[src/rtl/instr_fetch_unit_pkg.sv]
// Shared constants for the instruction fetch unit: instruction fields,
// the reset NOP, fetch FSM state encoding and opcodes used by checks.
package instr_fetch_unit_pkg;

    localparam int unsigned INSTR_OPCODE_WIDTH = 7;
    localparam logic [31:0] INSTR_NOP          = 32'h0000_0013;

    // Fetch FSM state encoding (2 bits).
    localparam logic [1:0] FETCH_STATE_IDLE  = 2'd0;
    localparam logic [1:0] FETCH_STATE_WAIT  = 2'd1;
    localparam logic [1:0] FETCH_STATE_FAULT = 2'd2;

    // Opcodes referenced when checking opCode.
    localparam logic [6:0] OPCODE_OP     = 7'b0110011;
    localparam logic [6:0] OPCODE_OP_IMM = 7'b0010011;

endpackage

[src/rtl/instr_fetch_unit_pc_register.sv]
// Program counter with a single pending-update slot. Updates requested while a
// fetch is outstanding are parked and applied when the fetch ends, so the
// request address never moves mid-transaction.
module pc_register #(
    parameter int unsigned     XLEN     = 32,
    parameter logic [XLEN-1:0] RESET_PC = '0
) (
    input  logic            clk,
    input  logic            rst,
    input  logic            pcWrite,
    input  logic [XLEN-1:0] pcNext,
    input  logic            defer,   // a fetch is outstanding
    input  logic            commit,  // the outstanding fetch ends at this edge
    output logic [XLEN-1:0] pc,
    output logic            pcMisaligned
);

    logic [XLEN-1:0] pending;
    logic            pendingValid;
    logic [XLEN-1:0] aligned;

    assign aligned = {pcNext[XLEN-1:2], 2'b00};

    // pc, pending slot and sticky misalign flag
    always_ff @(posedge clk) begin
        if (rst) begin
            pc           <= RESET_PC;
            pending      <= '0;
            pendingValid <= 1'b0;
            pcMisaligned <= 1'b0;
        end else begin
            if (pcWrite && (pcNext[1:0] != 2'b00)) begin
                pcMisaligned <= 1'b1;
            end
            if (defer) begin
                if (commit) begin
                    // A write on the closing edge is newer than anything parked.
                    if (pcWrite) begin
                        pc <= aligned;
                    end else if (pendingValid) begin
                        pc <= pending;
                    end
                    pendingValid <= 1'b0;
                end else if (pcWrite) begin
                    pending      <= aligned;
                    pendingValid <= 1'b1;
                end
            end else if (pcWrite) begin
                pc <= aligned;
            end
        end
    end

endmodule

[src/rtl/instr_fetch_unit.sv]
// Fetch front end: owns the IR and the instruction-memory request/ready
// handshake, with a timeout that parks the unit in FAULT until reset.
module instr_fetch_unit
    import instr_fetch_unit_pkg::*;
#(
    parameter int unsigned     XLEN           = 32,
    parameter logic [XLEN-1:0] RESET_PC       = 32'h0000_0000,
    parameter int unsigned     TIMEOUT_CYCLES = 15
) (
    input  logic            clk,
    input  logic            rst,
    input  logic            IRWrite,
    input  logic            PCWrite,
    input  logic [XLEN-1:0] pcNext,
    input  logic [31:0]     imemRdata,
    input  logic            imemReady,
    output logic            imemReq,
    output logic [XLEN-1:0] imemAddr,
    output logic [XLEN-1:0] pc,
    output logic [31:0]     instr,
    output logic [6:0]      opCode,
    output logic            fetchBusy,
    output logic            fetchFault,
    output logic            pcMisaligned
);

    localparam logic [7:0] TIMEOUT_LAST = 8'(TIMEOUT_CYCLES - 1);

    logic [1:0] state;
    logic [7:0] count;
    logic       inWait;
    logic       waitDone;
    logic       timedOut;

    assign inWait   = (state == FETCH_STATE_WAIT);
    assign timedOut = inWait && !imemReady && (count == TIMEOUT_LAST);
    // Any exit from WAIT releases the parked pc update.
    assign waitDone = inWait && (imemReady || timedOut);

    assign opCode    = instr[INSTR_OPCODE_WIDTH-1:0];
    assign fetchBusy = inWait;

    pc_register #(
        .XLEN     (XLEN),
        .RESET_PC (RESET_PC)
    ) u_pc_register (
        .clk          (clk),
        .rst          (rst),
        .pcWrite      (PCWrite),
        .pcNext       (pcNext),
        .defer        (inWait),
        .commit       (waitDone),
        .pc           (pc),
        .pcMisaligned (pcMisaligned)
    );

    // Fetch FSM, request/address registers, IR and timeout counter
    always_ff @(posedge clk) begin
        if (rst) begin
            state      <= FETCH_STATE_IDLE;
            count      <= 8'd0;
            imemReq    <= 1'b0;
            imemAddr   <= RESET_PC;
            instr      <= INSTR_NOP;
            fetchFault <= 1'b0;
        end else begin
            case (state)
                FETCH_STATE_IDLE: begin
                    if (IRWrite) begin
                        state    <= FETCH_STATE_WAIT;
                        imemReq  <= 1'b1;
                        imemAddr <= pc;
                        count    <= 8'd0;
                    end
                end
                FETCH_STATE_WAIT: begin
                    if (imemReady) begin
                        instr   <= imemRdata;
                        imemReq <= 1'b0;
                        state   <= FETCH_STATE_IDLE;
                    end else if (timedOut) begin
                        instr      <= INSTR_NOP;
                        imemReq    <= 1'b0;
                        fetchFault <= 1'b1;
                        state      <= FETCH_STATE_FAULT;
                    end else begin
                        count <= count + 8'd1;
                    end
                end
                FETCH_STATE_FAULT: begin
                    // Held until reset.
                end
                default: begin
                    state   <= FETCH_STATE_IDLE;
                    imemReq <= 1'b0;
                end
            endcase
        end
    end

endmodule

[config.mk]
export PLATFORM = sky130hd
export DESIGN_NAME = instr_fetch_unit
export DESIGN_NICKNAME = d
export VERILOG_FILES = /design/src/rtl/instr_fetch_unit_pkg.sv /design/src/rtl/instr_fetch_unit_pc_register.sv /design/src/rtl/instr_fetch_unit.sv
export SDC_FILE = /design/constraint.sdc
export NUM_CORES = 1
export LEC_CHECK = 0
export ABC_AREA = 1
export CAP_MARGIN = 20
export CORE_MARGIN = 4
export CORE_UTILIZATION = 45
export CTS_BUF_LIST = sky130_fd_sc_hd__clkbuf_4 sky130_fd_sc_hd__clkbuf_8 sky130_fd_sc_hd__clkbuf_16
export DETAILED_ROUTE_END_ITERATION = 10
export MAX_ROUTING_LAYER = met4
export PLACE_DENSITY_LB_ADDON = 0.05
export SLEW_MARGIN = 20
export SYNTH_ARGS = -nofsm -noshare
export SYNTH_HDL_FRONTEND = slang
export SYNTH_SLANG_ARGS = --single-unit
[constraint.sdc]
create_clock -name clk -period 4.24 [get_ports clk]
set_input_delay 0.424 -clock clk [delete_from_list [all_inputs] [get_ports clk]]
set_output_delay 0.424 -clock clk [all_outputs]
set_load 0.005 [all_outputs]
Yosys cells after proc, flatten, opt, wreduce, memory -nomap -nowiden
Cells that the tools add are included.
{"block": "word_totals", "output_inout_bits": 107, "reg_bits": 140, "latch_bits": 0, "ram_bits": 0, "mem_count": 0, "romBits": 0}
{"block": "classes", "shifts": 0, "order_cmp": 0, "n_reduce_logical": 20, "n_mux": 21, "eq_ne": 9, "n_mul": 0, "n_div": 0, "n_addsub": 1, "bitwise": 3}
{"cell": "2-to-1 mux 32 bit", "n": 7}
{"cell": "2-to-1 mux 8 bit", "n": 3}
{"cell": "one-hot mux 8 bit (2 select lines)", "n": 1}
{"cell": "AND reduction 3 bit", "n": 4}
{"cell": "nonzero test 2 bit", "n": 5}
{"cell": "adder 8 x 1 -> 8 bit (second input constant)", "n": 1}
{"cell": "equality test 8 x 4 -> 1 bit (second input constant)", "n": 1}
{"cell": "2-to-1 mux 2 bit", "n": 3}
{"cell": "inequality test 2 bit (second input constant)", "n": 3}
{"cell": "one-hot mux 2 bit (3 select lines)", "n": 1}
{"cell": "AND reduction 2 bit", "n": 3}
{"cell": "2-to-1 mux 1 bit", "n": 5}
{"cell": "logical AND 1 bit", "n": 4}
{"cell": "AND reduction 4 bit", "n": 1}
{"cell": "inequality test 3 x 2 -> 1 bit (second input constant)", "n": 1}
{"cell": "inequality test 3 bit (second input constant)", "n": 1}
{"cell": "inverter 1 bit", "n": 3}
{"cell": "one-hot mux 1 bit (3 select lines)", "n": 1}
{"cell": "equality test 2 x 1 -> 1 bit (second input constant)", "n": 1}
{"cell": "equality test 2 bit (second input constant)", "n": 1}
{"cell": "logical NOT 2 bit", "n": 1}
{"cell": "inequality test 2 x 1 -> 1 bit (second input constant)", "n": 1}
{"cell": "logical NOT 1 bit", "n": 1}
{"cell": "logical OR 1 bit", "n": 1}

Logic depth before layout (Yosys ltp)
{"block": "depth", "depth_word": 7, "mapped_depth": 9, "ltp_nobuf": 9}

Hierarchy
From an unflattened synthesis, not the netlist that was laid out.
{"block": "hier_totals", "cells_unflattened": 814, "area_unflattened_um2": 5788.1}
{"module": "instr_fetch_unit", "cells_per_inst": 374, "area_per_inst_um2": 2956.6, "n_inst": 1}
{"module": "pc_register", "cells_per_inst": 440, "area_per_inst_um2": 2831.5, "n_inst": 1}

Least setup slack after synthesis
OpenSTA, ideal clock, no wires.
{"block": "synth_path", "kind": "input to register", "from": "input port imemReady", "to": "register u_pc_register.pending[10]", "setup_ns": 0.116, "required_ns": 4.124, "arrival_time_ns": 1.413, "stages": 8, "path_buffers": 2, "path_slack_ns": 2.711, "path_cell_list": "clkbuf_1 > nor3_2 > inv_1 > nor2_2 > nand2_2 > buf_6 > o21ai_1 > a21oi_1"}
{"block": "synth_between", "elab_chain_cells": 7}
{"element": "start, declared", "line_no": "instr_fetch_unit.sv:16", "rtl": "input logic imemReady,"}
{"element": "logical NOT 1 bit", "line_no": "instr_fetch_unit.sv:36", "rtl": "assign timedOut = inWait && !imemReady && (count == TIMEOUT_LAST);"}
{"element": "logical AND 1 bit (2 in a row)", "line_no": "instr_fetch_unit.sv:36"}
{"element": "logical OR 1 bit *", "line_no": "instr_fetch_unit.sv:38", "rtl": "assign waitDone = inWait && (imemReady || timedOut);"}
{"element": "logical AND 1 bit *", "line_no": "instr_fetch_unit.sv:38"}
{"element": "inverter 1 bit (no source line) *"}
{"element": "AND reduction 3 bit (no source line) *"}
{"element": "end signal, assigned", "line_no": "instr_fetch_unit_pc_register.sv:45", "rtl": "pending <= aligned;"}
{"element": "end, declared", "line_no": "instr_fetch_unit_pc_register.sv:18", "rtl": "logic [XLEN-1:0] pending;"}
Every way passes the cells marked *; elsewhere a longest branch is shown, timed or not.
A chain may end at the register's enable or synchronous reset.

Final worst setup path
{"block": "layout_path", "from": "register state[0]", "to": "output port fetchBusy"}
{"block": "layout_between", "elab_chain_cells": 1}
{"element": "start, declared", "line_no": "instr_fetch_unit.sv:29", "rtl": "logic [1:0] state;"}
{"element": "start signal, assigned", "line_no": "instr_fetch_unit.sv:60", "rtl": "state <= FETCH_STATE_IDLE;"}
{"element": "start signal, assigned", "line_no": "instr_fetch_unit.sv:70", "rtl": "state <= FETCH_STATE_WAIT;"}
{"element": "start signal, assigned", "line_no": "instr_fetch_unit.sv:80", "rtl": "state <= FETCH_STATE_IDLE;"}
{"element": "equality test 2 x 1 -> 1 bit", "line_no": "instr_fetch_unit.sv:35", "rtl": "assign inWait = (state == FETCH_STATE_WAIT);"}
{"element": "end, declared", "line_no": "instr_fetch_unit.sv:22", "rtl": "output logic fetchBusy,"}
No other way between the ends.

==> impl_table.tex <==
\begin{tabular}{lr}
\hline
Metric & Value \\
\hline
\multicolumn{2}{l}{\textbf{Global routing}} \\
Pin count of the biggest net entering global routing & 69 \\
First-pass GRT wire length & 24.2 mm \\
Total track usage & 21.6\% \\
Remaining global-route overflow & 0 \\
Number of global-route vias before repair & 5,097 \\
Number of antenna violations at the first check in global routing & 0 \\
\multicolumn{2}{l}{\textbf{Place}} \\
Estimated wirelength of the detail-placed design & 9.63 mm \\
Port-buffer cells & 171 \\
GP Congestion & 0.803 \\
Placement Cell Area & 7060 sq um \\
Worst setup slack before clock tree synthesis & 1.40 ns \\
\multicolumn{2}{l}{\textbf{Critical path}} \\
Setup slack of the most critical reg-to-reg path & 1.74 ns \\
Peak per-stage delay on the critical path & 0.65 ns \\
Critical R2R Capture & u\_pc\_register.pc[11] \\
Chain of cells forming the critical path & inv\_2, nor2\_4, clkdlybuf4s50\_1 \\
Family with the most delay on the worst path & buffers and inverters \\
Critical-path maximum fanout & 36 \\
Required time of the critical path & 3.82 ns \\
Buf+Inv Stages, Crit Path & 2 \\
Element type at the critical path end & output port \\
Crit path max-delay cell type & sky130\_fd\_sc\_hd\_\_nor2\_4 \\
Data arrival time at the worst-slack endpoint & 2.12 ns \\
Launching element type of the critical path & register \\
Beginning of the critical path & state[0] \\
Worst Setup Path Type & register to output port \\
Worst reg-to-reg path cell count & 7 \\
Worst flop-to-flop path startpoint & state[0] \\
\multicolumn{2}{l}{\textbf{Logic synthesis}} \\
Async S/R FF share, synth & 0\% \\
Unique cell type count in the Yosys netlist & 25 \\
Ys Warns & 0 \\
Sequential-to-total area share from yosys stat & 49.7\% \\
Area share of the largest cell type after synthesis & 49.7\% \\
Post-synth design cell area & 5470 sq um \\
Average footprint of a synthesized cell & 7.68 sq um \\
Cell types with the largest area share after synthesis & sky130\_fd\_sc\_hd\_\_dfxtp\_1 50\%, sky130\_fd\_sc\_hd\_\_a21oi\_1 12\%, sky130\_fd\_sc\_hd\_\_nor2\_1 6.6\% \\
Number of flops mapped to enable cells by yosys & 0 \\
Top post-synthesis cells by count & 136 x sky130\_fd\_sc\_hd\_\_dfxtp\_1, 131 x sky130\_fd\_sc\_hd\_\_a21oi\_1, 96 x sky130\_fd\_sc\_hd\_\_nor2\_1, 68 x sky130\_fd\_sc\_hd\_\_nand3\_1, 56 x sky130\_fd\_sc\_hd\_\_nand2\_1 \\
Commonest register cell after synthesis & sky130\_fd\_sc\_hd\_\_dfxtp\_1 \\
Post-Syn Instances & 713 \\
Flop and latch count out of synthesis & 136 \\
Most common cell in the netlist & sky130\_fd\_sc\_hd\_\_dfxtp\_1 \\
Biggest area consumer among synthesized cells & sky130\_fd\_sc\_hd\_\_dfxtp\_1 \\
\multicolumn{2}{l}{\textbf{Floorplanning}} \\
Core region area & 12,000 sq um \\
Die height & 118 um \\
Std cell rows & 40 \\
Starting Density & 45.8\% \\
Die Width & 118 um \\
Number of top-level pins & 176 \\
Full die area & 14,000 sq um \\
\multicolumn{2}{l}{\textbf{Timing}} \\
Max-slew violations & 0 \\
Share of the clock period used by the worst path after layout & 60.1\% \\
Final Hold Fails & 0 \\
Final Skew & 0.00783 ns \\
Crit path setup slack, layout & 1.69 ns \\
Headroom to the max-slew limit & 33.4\% \\
Pin slew with the least headroom to its limit & 1.00 ns \\
RSZ-0062 raised after global routing & no \\
Final sum of negative setup slack & 0 ns \\
Highest achievable clock rate & 0.393 GHz \\
Min cycle time layout & 2.55 ns \\
Setup violators final & 0 \\
\multicolumn{2}{l}{\textbf{Route}} \\
Initial DRT Pass Iterations & 4 \\
DRC Markers & 0 \\
Detailed-route wire length & 14.8 mm \\
DR vias/cell & 5.17 \\
Routed via count & 5,198 \\
Antenna Violating Nets Remaining & 0 \\
Final routed wire length divided by cell count & 14.7 um \\
Initial drt markers & 288 \\
\multicolumn{2}{l}{\textbf{Clock tree}} \\
Clock tree from TritonCTS & built \\
Cell at the root of the clock tree & sky130\_fd\_sc\_hd\_\_clkbuf\_16 \\
Number of clock sinks & 136 \\
CTS max path bufs & 2 \\
Source-to-sink clock delay at the later pin of the worst-skew pair & 0.41 ns \\
Number of H-tree levels & 4 \\
Clock-pin slew on the worst setup and hold paths & 0.05 ns \\
Number of buffers inserted to repair setup after CTS & 0 \\
Post-cts sizing count & 0 \\
Number of buffers added by the clock tree synthesis step & 17 \\
Number of buffers inserted for hold repair after clock tree synthesis & 0 \\
\multicolumn{2}{l}{\textbf{Hold path}} \\
Type of the worst min-delay path & register to register \\
Start point of the worst min-delay path & u\_pc\_register.pending[29] \\
Hold endpoint & u\_pc\_register.pending[29] \\
Worst Hold Path Cells & 2 \\
\multicolumn{2}{l}{\textbf{Status}} \\
Outcome & completed \\
\multicolumn{2}{l}{\textbf{Final layout}} \\
Final core occ & 63.9\% \\
Nets@finish & 917 \\
Syn-to-layout area delta & 39.6\% \\
Layout cell share with drive strength beyond 1 & 5.59\% \\
Post-layout instance area & 7640 sq um \\
Antenna Diode Count & 0 \\
\multicolumn{2}{l}{\textbf{Pwr}} \\
Max IR drop VDD & 0.268 mV \\
Overall power of the completed layout & 3.16 mW \\
P per Cell Area & 413 nW/um\^{}2 \\
Standby leakage power & 2.78 nW \\
\multicolumn{2}{l}{\textbf{Run}} \\
Max-cap check violation count & 0 \\
\hline
\end{tabular}
-- worst reg2reg max path, stage by stage, from the launching register on --
cell and delay, ns:
sky130_fd_sc_hd__dfxtp_1 0.34, sky130_fd_sc_hd__inv_2 0.07, sky130_fd_sc_hd__nor2_4 0.65, sky130_fd_sc_hd__nand2_1 0.11, sky130_fd_sc_hd__nand2_1 0.11, sky130_fd_sc_hd__nand2_2 0.52, sky130_fd_sc_hd__or2_1 0.49, sky130_fd_sc_hd__a21oi_1 0.14
-- kinds of logic after synthesis --
logic type	synth area share [%]
and+or+nand+nor	21.4
AOI/OAI and AO/OA	18.7
DFF	49.7
buffers and inverters	9.63
adders and majority gates	0.457
other	0.0685
-- report_power, final --
group / switching [mW] / internal, mW / leakage, nW
sequential: 0.0373 / 1.35 / 1.11
combinational: 0.188 / 0.213 / 1.38
clock: 0.523 / 0.849 / 0.287
total: 0.748 / 2.41 / 2.78
-- final cells by class --
cell class	instances	area, sq um
Inverter	48	180
Sequential cell	136	2720
Clock inverter	8	42.5
Clock buffer	24	522
Timing Repair Buffer	175	1740
Multi-Input combinational cell	468	2250
Tap cell	147	184
Fill cell	1101	4320
-- through the flow --
| step | hold slack [ns] | std cells |
|---|---|---|
| 2_1_floorplan | 0.430 | 716 |
| 3_5_place_dp | 0.446 | 974 |
| 4_1_cts | 0.455 | 1006 |
| 3_3_place_gp | 0.439 | 974 |
| 5_1_grt | 0.474 | 1006 |
| 6_report | 0.451 | 1006 |
-- routing by layer --
metal	vias up	routed length, um	global-route usage [%]
met2	163	7130	34.7
met3	37	757	5.26
met4	0	512	10.8
met1	2393	6390	25.3
met5	-	0	-
li1	2605	-	-
-- how the worst max path moves through the flow --
| stage | endpoint | cells after the start |
|---|---|---|
| after detailed placement | u_pc_register.pending[26] | 8 |
| final | fetchBusy | 3 |
| after global placement | u_pc_register.pending[26] | 8 |
| after CTS | u_pc_register.pc[28] | 7 |
| after global routing | u_pc_register.pc[11] | 7 |
| after floorplan | u_pc_register.pending[10] | 8 |
-- flip-flops by register name (all words and copies together), names as in the netlist --
name and flops:
imemReq 1, instr 32, u_pc_register.pending 30, state 2, u_pc_register.pcMisaligned 1, count 8
u_pc_register.pendingValid 1, fetchFault 1, imemAddr 30, u_pc_register.pc 30
-- cell usage in the layout, fill, tap and decap left out --
cell type / instances
sky130_fd_sc_hd__clkdlybuf4s50_1: 170
sky130_fd_sc_hd__dfxtp_1: 136
sky130_fd_sc_hd__a21oi_1: 131
sky130_fd_sc_hd__nor2_1: 96
sky130_fd_sc_hd__nand3_1: 68
sky130_fd_sc_hd__nand2_1: 53
sky130_fd_sc_hd__inv_1: 46
sky130_fd_sc_hd__o21ai_0: 35
sky130_fd_sc_hd__o21ai_1: 31
sky130_fd_sc_hd__or2_1: 30
sky130_fd_sc_hd__clkbuf_16: 17
sky130_fd_sc_hd__clkinv_2: 7
sky130_fd_sc_hd__clkbuf_8: 7
sky130_fd_sc_hd__conb_1: 4
sky130_fd_sc_hd__buf_4: 4
sky130_fd_sc_hd__nand2_2: 3
sky130_fd_sc_hd__nand4_1: 3
sky130_fd_sc_hd__inv_2: 2
sky130_fd_sc_hd__nand2_4: 2
sky130_fd_sc_hd__o22ai_1: 2
sky130_fd_sc_hd__nand3b_1: 2
sky130_fd_sc_hd__a21boi_1: 2
sky130_fd_sc_hd__ha_1: 2
sky130_fd_sc_hd__nor2_4: 1
sky130_fd_sc_hd__nor3_2: 1
sky130_fd_sc_hd__nor2_2: 1
sky130_fd_sc_hd__o21ai_2: 1
sky130_fd_sc_hd__clkinvlp_4: 1
sky130_fd_sc_hd__buf_2: 1
Note: power is estimated with default switching activity, not from simulation.
